==> src/rtl/mem_bus_arbiter_pkg.sv <==
// Shared types and constants for the fetch/data memory bus arbiter.
// The memory map is owned by `memory`; it is kept here so neighbours decode it the same way.
package mem_bus_arbiter_pkg;

    typedef enum logic [1:0] {
        ST_IDLE   = 2'd0,
        ST_ACCESS = 2'd1,
        ST_RESP   = 2'd2
    } state_e;

    localparam logic PORT_FETCH = 1'b0;
    localparam logic PORT_DATA  = 1'b1;

    localparam logic [31:0] PROGMEM_BASE = 32'h0000_0000;
    localparam logic [31:0] PROGMEM_LAST = 32'h000F_FFFF;
    localparam logic [31:0] RAM_BASE     = 32'h8000_0000;
    localparam logic [31:0] RAM_LAST     = 32'h8000_0FFF;
    localparam logic [31:0] IO_BASE      = 32'hFFFF_0000;
    localparam logic [31:0] IO_LAST      = 32'hFFFF_0007;

    function automatic logic in_range(logic [31:0] addr, logic [31:0] lo, logic [31:0] hi);
        return (addr >= lo) && (addr <= hi);
    endfunction

endpackage

==> src/rtl/mem_bus_arbiter_rr_pick2.sv <==
// Two-requester grant logic: round-robin on contention, or data-first when ROUND_ROBIN=0.
// last_grant starts at DATA so the fetch port wins the first contention after reset.
module rr_pick2
    import mem_bus_arbiter_pkg::*;
#(
    parameter int ROUND_ROBIN = 1
) (
    input  logic clk,
    input  logic rst_n,
    input  logic en_i,
    input  logic req_f_i,
    input  logic req_d_i,
    output logic gnt_f_o,
    output logic gnt_d_o
);

    logic last_q, last_d;

    always_comb begin
        gnt_f_o = 1'b0;
        gnt_d_o = 1'b0;
        last_d  = last_q;
        if (en_i) begin
            if (req_f_i && req_d_i) begin
                if ((ROUND_ROBIN != 0) && (last_q == PORT_DATA)) gnt_f_o = 1'b1;
                else                                             gnt_d_o = 1'b1;
            end else if (req_f_i) begin
                gnt_f_o = 1'b1;
            end else if (req_d_i) begin
                gnt_d_o = 1'b1;
            end
        end
        if (gnt_f_o) last_d = PORT_FETCH;
        if (gnt_d_o) last_d = PORT_DATA;
    end

    always_ff @(posedge clk or negedge rst_n) begin
        if (!rst_n) last_q <= PORT_DATA;
        else        last_q <= last_d;
    end

endmodule

==> src/rtl/mem_bus_arbiter.sv <==
// Shares the single-ported memory between instruction fetch and load/store.
// IDLE/RESP accept a request, ACCESS drives memory for one cycle, RESP returns a one-cycle response.
module mem_bus_arbiter
    import mem_bus_arbiter_pkg::*;
#(
    parameter int ROUND_ROBIN = 1
) (
    input  logic        clk,
    input  logic        rst_n,
    input  logic        i_req_valid,
    output logic        i_req_ready,
    input  logic [31:2] i_req_addr,
    output logic        i_rsp_valid,
    output logic [31:0] i_rsp_data,
    output logic        i_rsp_fault,
    input  logic        d_req_valid,
    output logic        d_req_ready,
    input  logic [31:2] d_req_addr,
    input  logic [31:0] d_req_wdata,
    input  logic [3:0]  d_req_wstrb,
    output logic        d_rsp_valid,
    output logic [31:0] d_rsp_data,
    output logic        d_rsp_fault,
    output logic [31:2] mem_address,
    output logic [31:0] mem_in,
    output logic [3:0]  mem_write_enable,
    input  logic [31:0] mem_out,
    input  logic        mem_read_capable,
    input  logic        mem_write_capable
);

    state_e      state_q, state_d;
    logic        port_q, port_d;
    logic [31:2] addr_q, addr_d;
    logic [31:0] wdata_q, wdata_d;
    logic [3:0]  wstrb_q, wstrb_d;
    logic [31:0] rsp_data_q, rsp_data_d;
    logic        rsp_fault_q, rsp_fault_d;

    logic gnt_f, gnt_d, accept, is_store, fault;

    assign accept = (state_q != ST_ACCESS);

    rr_pick2 #(.ROUND_ROBIN(ROUND_ROBIN)) u_pick (
        .clk     (clk),
        .rst_n   (rst_n),
        .en_i    (accept),
        .req_f_i (i_req_valid),
        .req_d_i (d_req_valid),
        .gnt_f_o (gnt_f),
        .gnt_d_o (gnt_d)
    );

    // Fetches latch a zero strobe, so they always decode as loads.
    assign is_store = (port_q == PORT_DATA) && (wstrb_q != 4'd0);
    assign fault    = is_store ? !mem_write_capable : !mem_read_capable;

    always_comb begin
        state_d          = state_q;
        port_d           = port_q;
        addr_d           = addr_q;
        wdata_d          = wdata_q;
        wstrb_d          = wstrb_q;
        rsp_data_d       = rsp_data_q;
        rsp_fault_d      = rsp_fault_q;
        mem_write_enable = 4'd0;
        case (state_q)
            ST_IDLE, ST_RESP: begin
                state_d = ST_IDLE;
                if (gnt_f || gnt_d) begin
                    state_d = ST_ACCESS;
                    port_d  = gnt_d ? PORT_DATA : PORT_FETCH;
                    addr_d  = gnt_d ? d_req_addr : i_req_addr;
                    wdata_d = gnt_d ? d_req_wdata : 32'd0;
                    wstrb_d = gnt_d ? d_req_wstrb : 4'd0;
                end
            end
            ST_ACCESS: begin
                if (is_store && !fault) mem_write_enable = wstrb_q;
                rsp_data_d  = (!is_store && !fault) ? mem_out : 32'd0;
                rsp_fault_d = fault;
                state_d     = ST_RESP;
            end
            default: state_d = ST_IDLE;
        endcase
    end

    always_ff @(posedge clk or negedge rst_n) begin
        if (!rst_n) begin
            state_q     <= ST_IDLE;
            port_q      <= PORT_FETCH;
            addr_q      <= '0;
            wdata_q     <= '0;
            wstrb_q     <= '0;
            rsp_data_q  <= '0;
            rsp_fault_q <= 1'b0;
        end else begin
            state_q     <= state_d;
            port_q      <= port_d;
            addr_q      <= addr_d;
            wdata_q     <= wdata_d;
            wstrb_q     <= wstrb_d;
            rsp_data_q  <= rsp_data_d;
            rsp_fault_q <= rsp_fault_d;
        end
    end

    assign mem_address = addr_q;
    assign mem_in      = wdata_q;
    assign i_req_ready = gnt_f;
    assign d_req_ready = gnt_d;
    assign i_rsp_valid = (state_q == ST_RESP) && (port_q == PORT_FETCH);
    assign d_rsp_valid = (state_q == ST_RESP) && (port_q == PORT_DATA);
    assign i_rsp_data  = rsp_data_q;
    assign d_rsp_data  = rsp_data_q;
    assign i_rsp_fault = i_rsp_valid && rsp_fault_q;
    assign d_rsp_fault = d_rsp_valid && rsp_fault_q;

endmodule

==> config.mk <==
export PLATFORM = sky130hd
export DESIGN_NAME = mem_bus_arbiter
export DESIGN_NICKNAME = d
export VERILOG_FILES = /design/src/rtl/mem_bus_arbiter_pkg.sv /design/src/rtl/mem_bus_arbiter_rr_pick2.sv /design/src/rtl/mem_bus_arbiter.sv
export SDC_FILE = /design/constraint.sdc
export NUM_CORES = 1
export LEC_CHECK = 0
export CAP_MARGIN = 15
export CORE_MARGIN = 1
export CORE_UTILIZATION = 35
export CTS_BUF_LIST = sky130_fd_sc_hd__clkbuf_2 sky130_fd_sc_hd__clkbuf_4 sky130_fd_sc_hd__clkbuf_8
export DETAILED_ROUTE_END_ITERATION = 10
export PLACE_DENSITY = 0.84
export SLEW_MARGIN = 20
export SYNTH_ARGS = -nofsm -noshare
export SYNTH_HDL_FRONTEND = slang
export SYNTH_HIERARCHICAL = 1
export SYNTH_SLANG_ARGS = --single-unit
==> constraint.sdc <==
create_clock -name clk -period 5.8 [get_ports clk]
set_input_delay 1.74 -clock clk [delete_from_list [all_inputs] [get_ports clk]]
set_output_delay 1.74 -clock clk [all_outputs]
set_load 0.05 [all_outputs]
==> metrics.md <==
| Metric | Value |
|---|---|
| Io pins | `270` |
| Number of distinct library cells after synthesis | `27` |
| Seq cells post-synth | `103` |
| Crit path cell chain | `clkdlybuf4s50_1 -> nand2_1 -> a21oi_1 -> clkdlybuf4s50_1` |
| Die span in x | `118 µm` |
| Slew HR | `36.5%` |
| Drt initial violations | `161` |
| Total Nets Final | `842` |
| Highest clock rate | `189 MHz` |
| Peak VDD IR | `0.000347 V` |
| PortBufs | `269` |
| Post-Syn Instances | `488` |
| Area of the die | `0.0139 mm²` |
| FF-to-FF setup slack | `3020 ps` |
| Hold-fix buffers at CTS | `0` |
| Reg area | `0.00258 mm²` |
| Height of the die | `118 µm` |
| RD Place Congestion | `0.834` |
| Buffers & Inverters on Critical Path | `2` |
| Largest net degree at the start of global routing | `135` |
| GRT Residual Overflow | `0` |
| Final hold vios | `0` |
| Syn Area/Cell | `9.63 µm²` |
| Final hold slack | `487 ps` |
| Setup TNS | `0 ps` |
| Post-route setup slack | `507 ps` |
| Clock buffer depth | `2` |
| Worst-path fanout max | `3` |
| Initial Util | `36.5%` |
| 1st-pass router iterations | `6` |
| Cell class contributing the biggest share of worst-path delay | `buffers and inverters` |
| Combinational power share | `65.0%` |
| Share of cells above drive strength 1 | `8.70%` |
| HP Class | `register to register` |
| Post-Synthesis Cell Area | `0.00470 mm²` |
| Pwr Density | `684 mW/mm²` |
| FFs w/ async S/R, synth | `100%` |
| CP startpoint kind | `input port` |
| H-tree levels | `3` |
| Worst setup EP type | `output port` |
| Total power draw | `5.11 mW` |
| Routed WL | `12,900 µm` |
| DRC viols | `0` |
| Vias in the first global route | `4,248` |
| Post CTS Setup Buffer Count | `0` |
| Type of the worst setup path | `input port to output port` |
| CP peak stage delay | `870 ps` |
| Initial antenna violation count | `0` |
| Endpoints failing setup | `0` |
| Mapped Nets | `622` |
| Clock sinks | `103` |
| Part of the power in registers | `25.6%` |
| Most frequent CP cell | `clkdlybuf4s50_1` |
| Area of the multi-input gates | `0.00172 mm²` |
| PostCTS Resize Cnt | `0` |
| Core area | `0.0129 mm²` |
| Final period utilization | `91.3%` |
| Vias/cell | `4.65` |
| Status | `completed` |
| Post-synth EDFFs | `0` |
| Minimum clock period | `5290 ps` |
| First-pass GRT wire length | `21,000 µm` |
| Root Buffer | `clkbuf_8` |
| Slew @ Worst Pin | `949 ps` |
| CP Data Required Time | `4060 ps` |
| Cell internal pwr | `2.36 mW` |
| Data arrival, critical path | `3550 ps` |
| Clock Power Share | `9.3%` |
| Avg WL per Cell | `14.5 µm` |
| Main flop type after synthesis | `dfrtp_1` |
| YS warnings | `6` |
| Sequential area share after synthesis | `54.9%` |
| Switching power | `2.75 mW` |
| GRT Total Usage | `19.1%` |
| Rows | `41` |
| P&R area growth vs syn | `58.9%` |
| Sw frac | `53.8%` |
| Via total after detailed routing | `4,111` |
| Post-route clock skew | `11.0 ps` |
| Final core utilization | `58.0%` |
| Final ANT Viol Nets | `0` |
| Max Slew Vio Count | `0` |
| Dpl ws | `558 ps` |
| Max Cap Violations | `0` |
| Num CTS Buffers | `9` |
| Slowest CP cell | `clkdlybuf4s50_1` |
| CTS tree | `yes` |
| ANT cells | `0` |
| FILL cells | `1,062` |
| Clk Latency, worst-skew pair | `370 ps` |
| RSZ-0062 raised after global routing | `no` |
| Pleak | `3.14 nW` |
| Clock transition at path regs | `90 ps` |
| DP HPWL | `9530 µm` |
-- kinds of logic after synthesis --
group,synth area share (%)
simple gates,15.2
mux,7.16
buf+inv,8.81
flops,54.9
compound gates,14.0
-- synth_stat cells (2+ instances only) --
master	n	area (µm²)
mux2i_1	31	310
inv_1	2	7.51
and3_1	3	18.8
buf_6	3	33.8
o21ai_2	30	263
buf_1	2	7.51
nand2_1	169	634
dfrtp_1	102	2550
clkbuf_1	13	48.8
buf_2	13	65.1
nor2b_1	2	12.5
o21ai_0	67	335
a21oi_1	2	10.0
buf_4	33	248
and2_1	4	25.0
-- per-stage QoR --
step           std cells  area [µm²]
6_report             885        7470
2_1_floorplan        488        4700
3_3_place_gp         869        7250
4_1_cts              885        7470
3_5_place_dp         869        7250
5_1_grt              885        7470
-- layout by cell type, fill, tap and decap left out, types with 2 or more instances in the layout --
master and n:
nand2_1 169, and3_1 3, and2_1 4, nor2b_1 2, clkinv_2 2, mux2i_1 31, dfrtp_1 102, o21ai_2 30
inv_1 2, o21ai_0 67, clkdlybuf4s50_1 267, buf_4 5, clkbuf_8 12
-- sequential cells by signal (all words and copies together) (netlist names) --
| register | cells |
|---|---|
| state_q | 2 |
| mem_address | 30 |
| rsp_fault_q | 1 |
| port_q | 1 |
| wstrb_q | 4 |
| d_rsp_data | 32 |
| u_pick/last_q | 1 |
| mem_in | 32 |
-- final timing paths --
kind	start	to	depth (start not counted)
worst min register to register	mem_address[17]$_DFFE_PN0P_	mem_address[17]$_DFFE_PN0P_	2
max in group asynchronous	rst_n	d_rsp_data[14]$_DFFE_PN0P_	2
worst min-delay path	mem_address[17]$_DFFE_PN0P_	mem_address[17]$_DFFE_PN0P_	2
min in group asynchronous	rst_n	mem_address[10]$_DFFE_PN0P_	1
worst max register to register	state_q[0]$_DFF_PN0_	mem_in[1]$_DFFE_PN0P_	9
worst max-delay path	i_req_valid	i_req_ready	4
-- power groups by stage --
| stage | logic, mW | registers [mW] | clock network, mW |
|---|---|---|---|
| after global placement | 3.31 | 1.30 | 0 |
| after global routing | 3.49 | 1.35 | 0.527 |
| after floorplan | 1.27 | 2.39 | 0 |
| after detailed placement | 3.35 | 1.33 | 0 |
| final | 3.32 | 1.31 | 0.475 |
| after CTS | 3.35 | 1.31 | 0.498 |
-- per-layer routing --
metal  routed length (µm)  up-vias  GRT usage (%)
li1                     -     1994              -
met1                 5140     1914           21.0
met2                 6460      184           33.7
met3                  955       19           5.43
met4                  306        0           8.89
met5                    0        -              0
-- layout make-up --
| cell class | count | share of cell area, % |
|---|---|---|
| multi-input cells | 318 | 23.0 |
| clock inverters | 3 | 0.536 |
| well taps | 172 | 2.88 |
| repair buffers | 273 | 36.6 |
| flip-flops and latches | 103 | 34.5 |
| inverters | 3 | 0.151 |
| clock buffers | 13 | 2.31 |
-- worst register-to-register path, stage by stage, from the launching register on --
cell and delay (ps):
dfrtp_1 430, nand2b_1 130, buf_4 350, nand2_1 210
a21oi_4 160, buf_4 690, o21bai_4 110, buf_12 250
nand2_1 200, o21ai_0 100
Note: power is estimated with default switching activity, not from simulation.
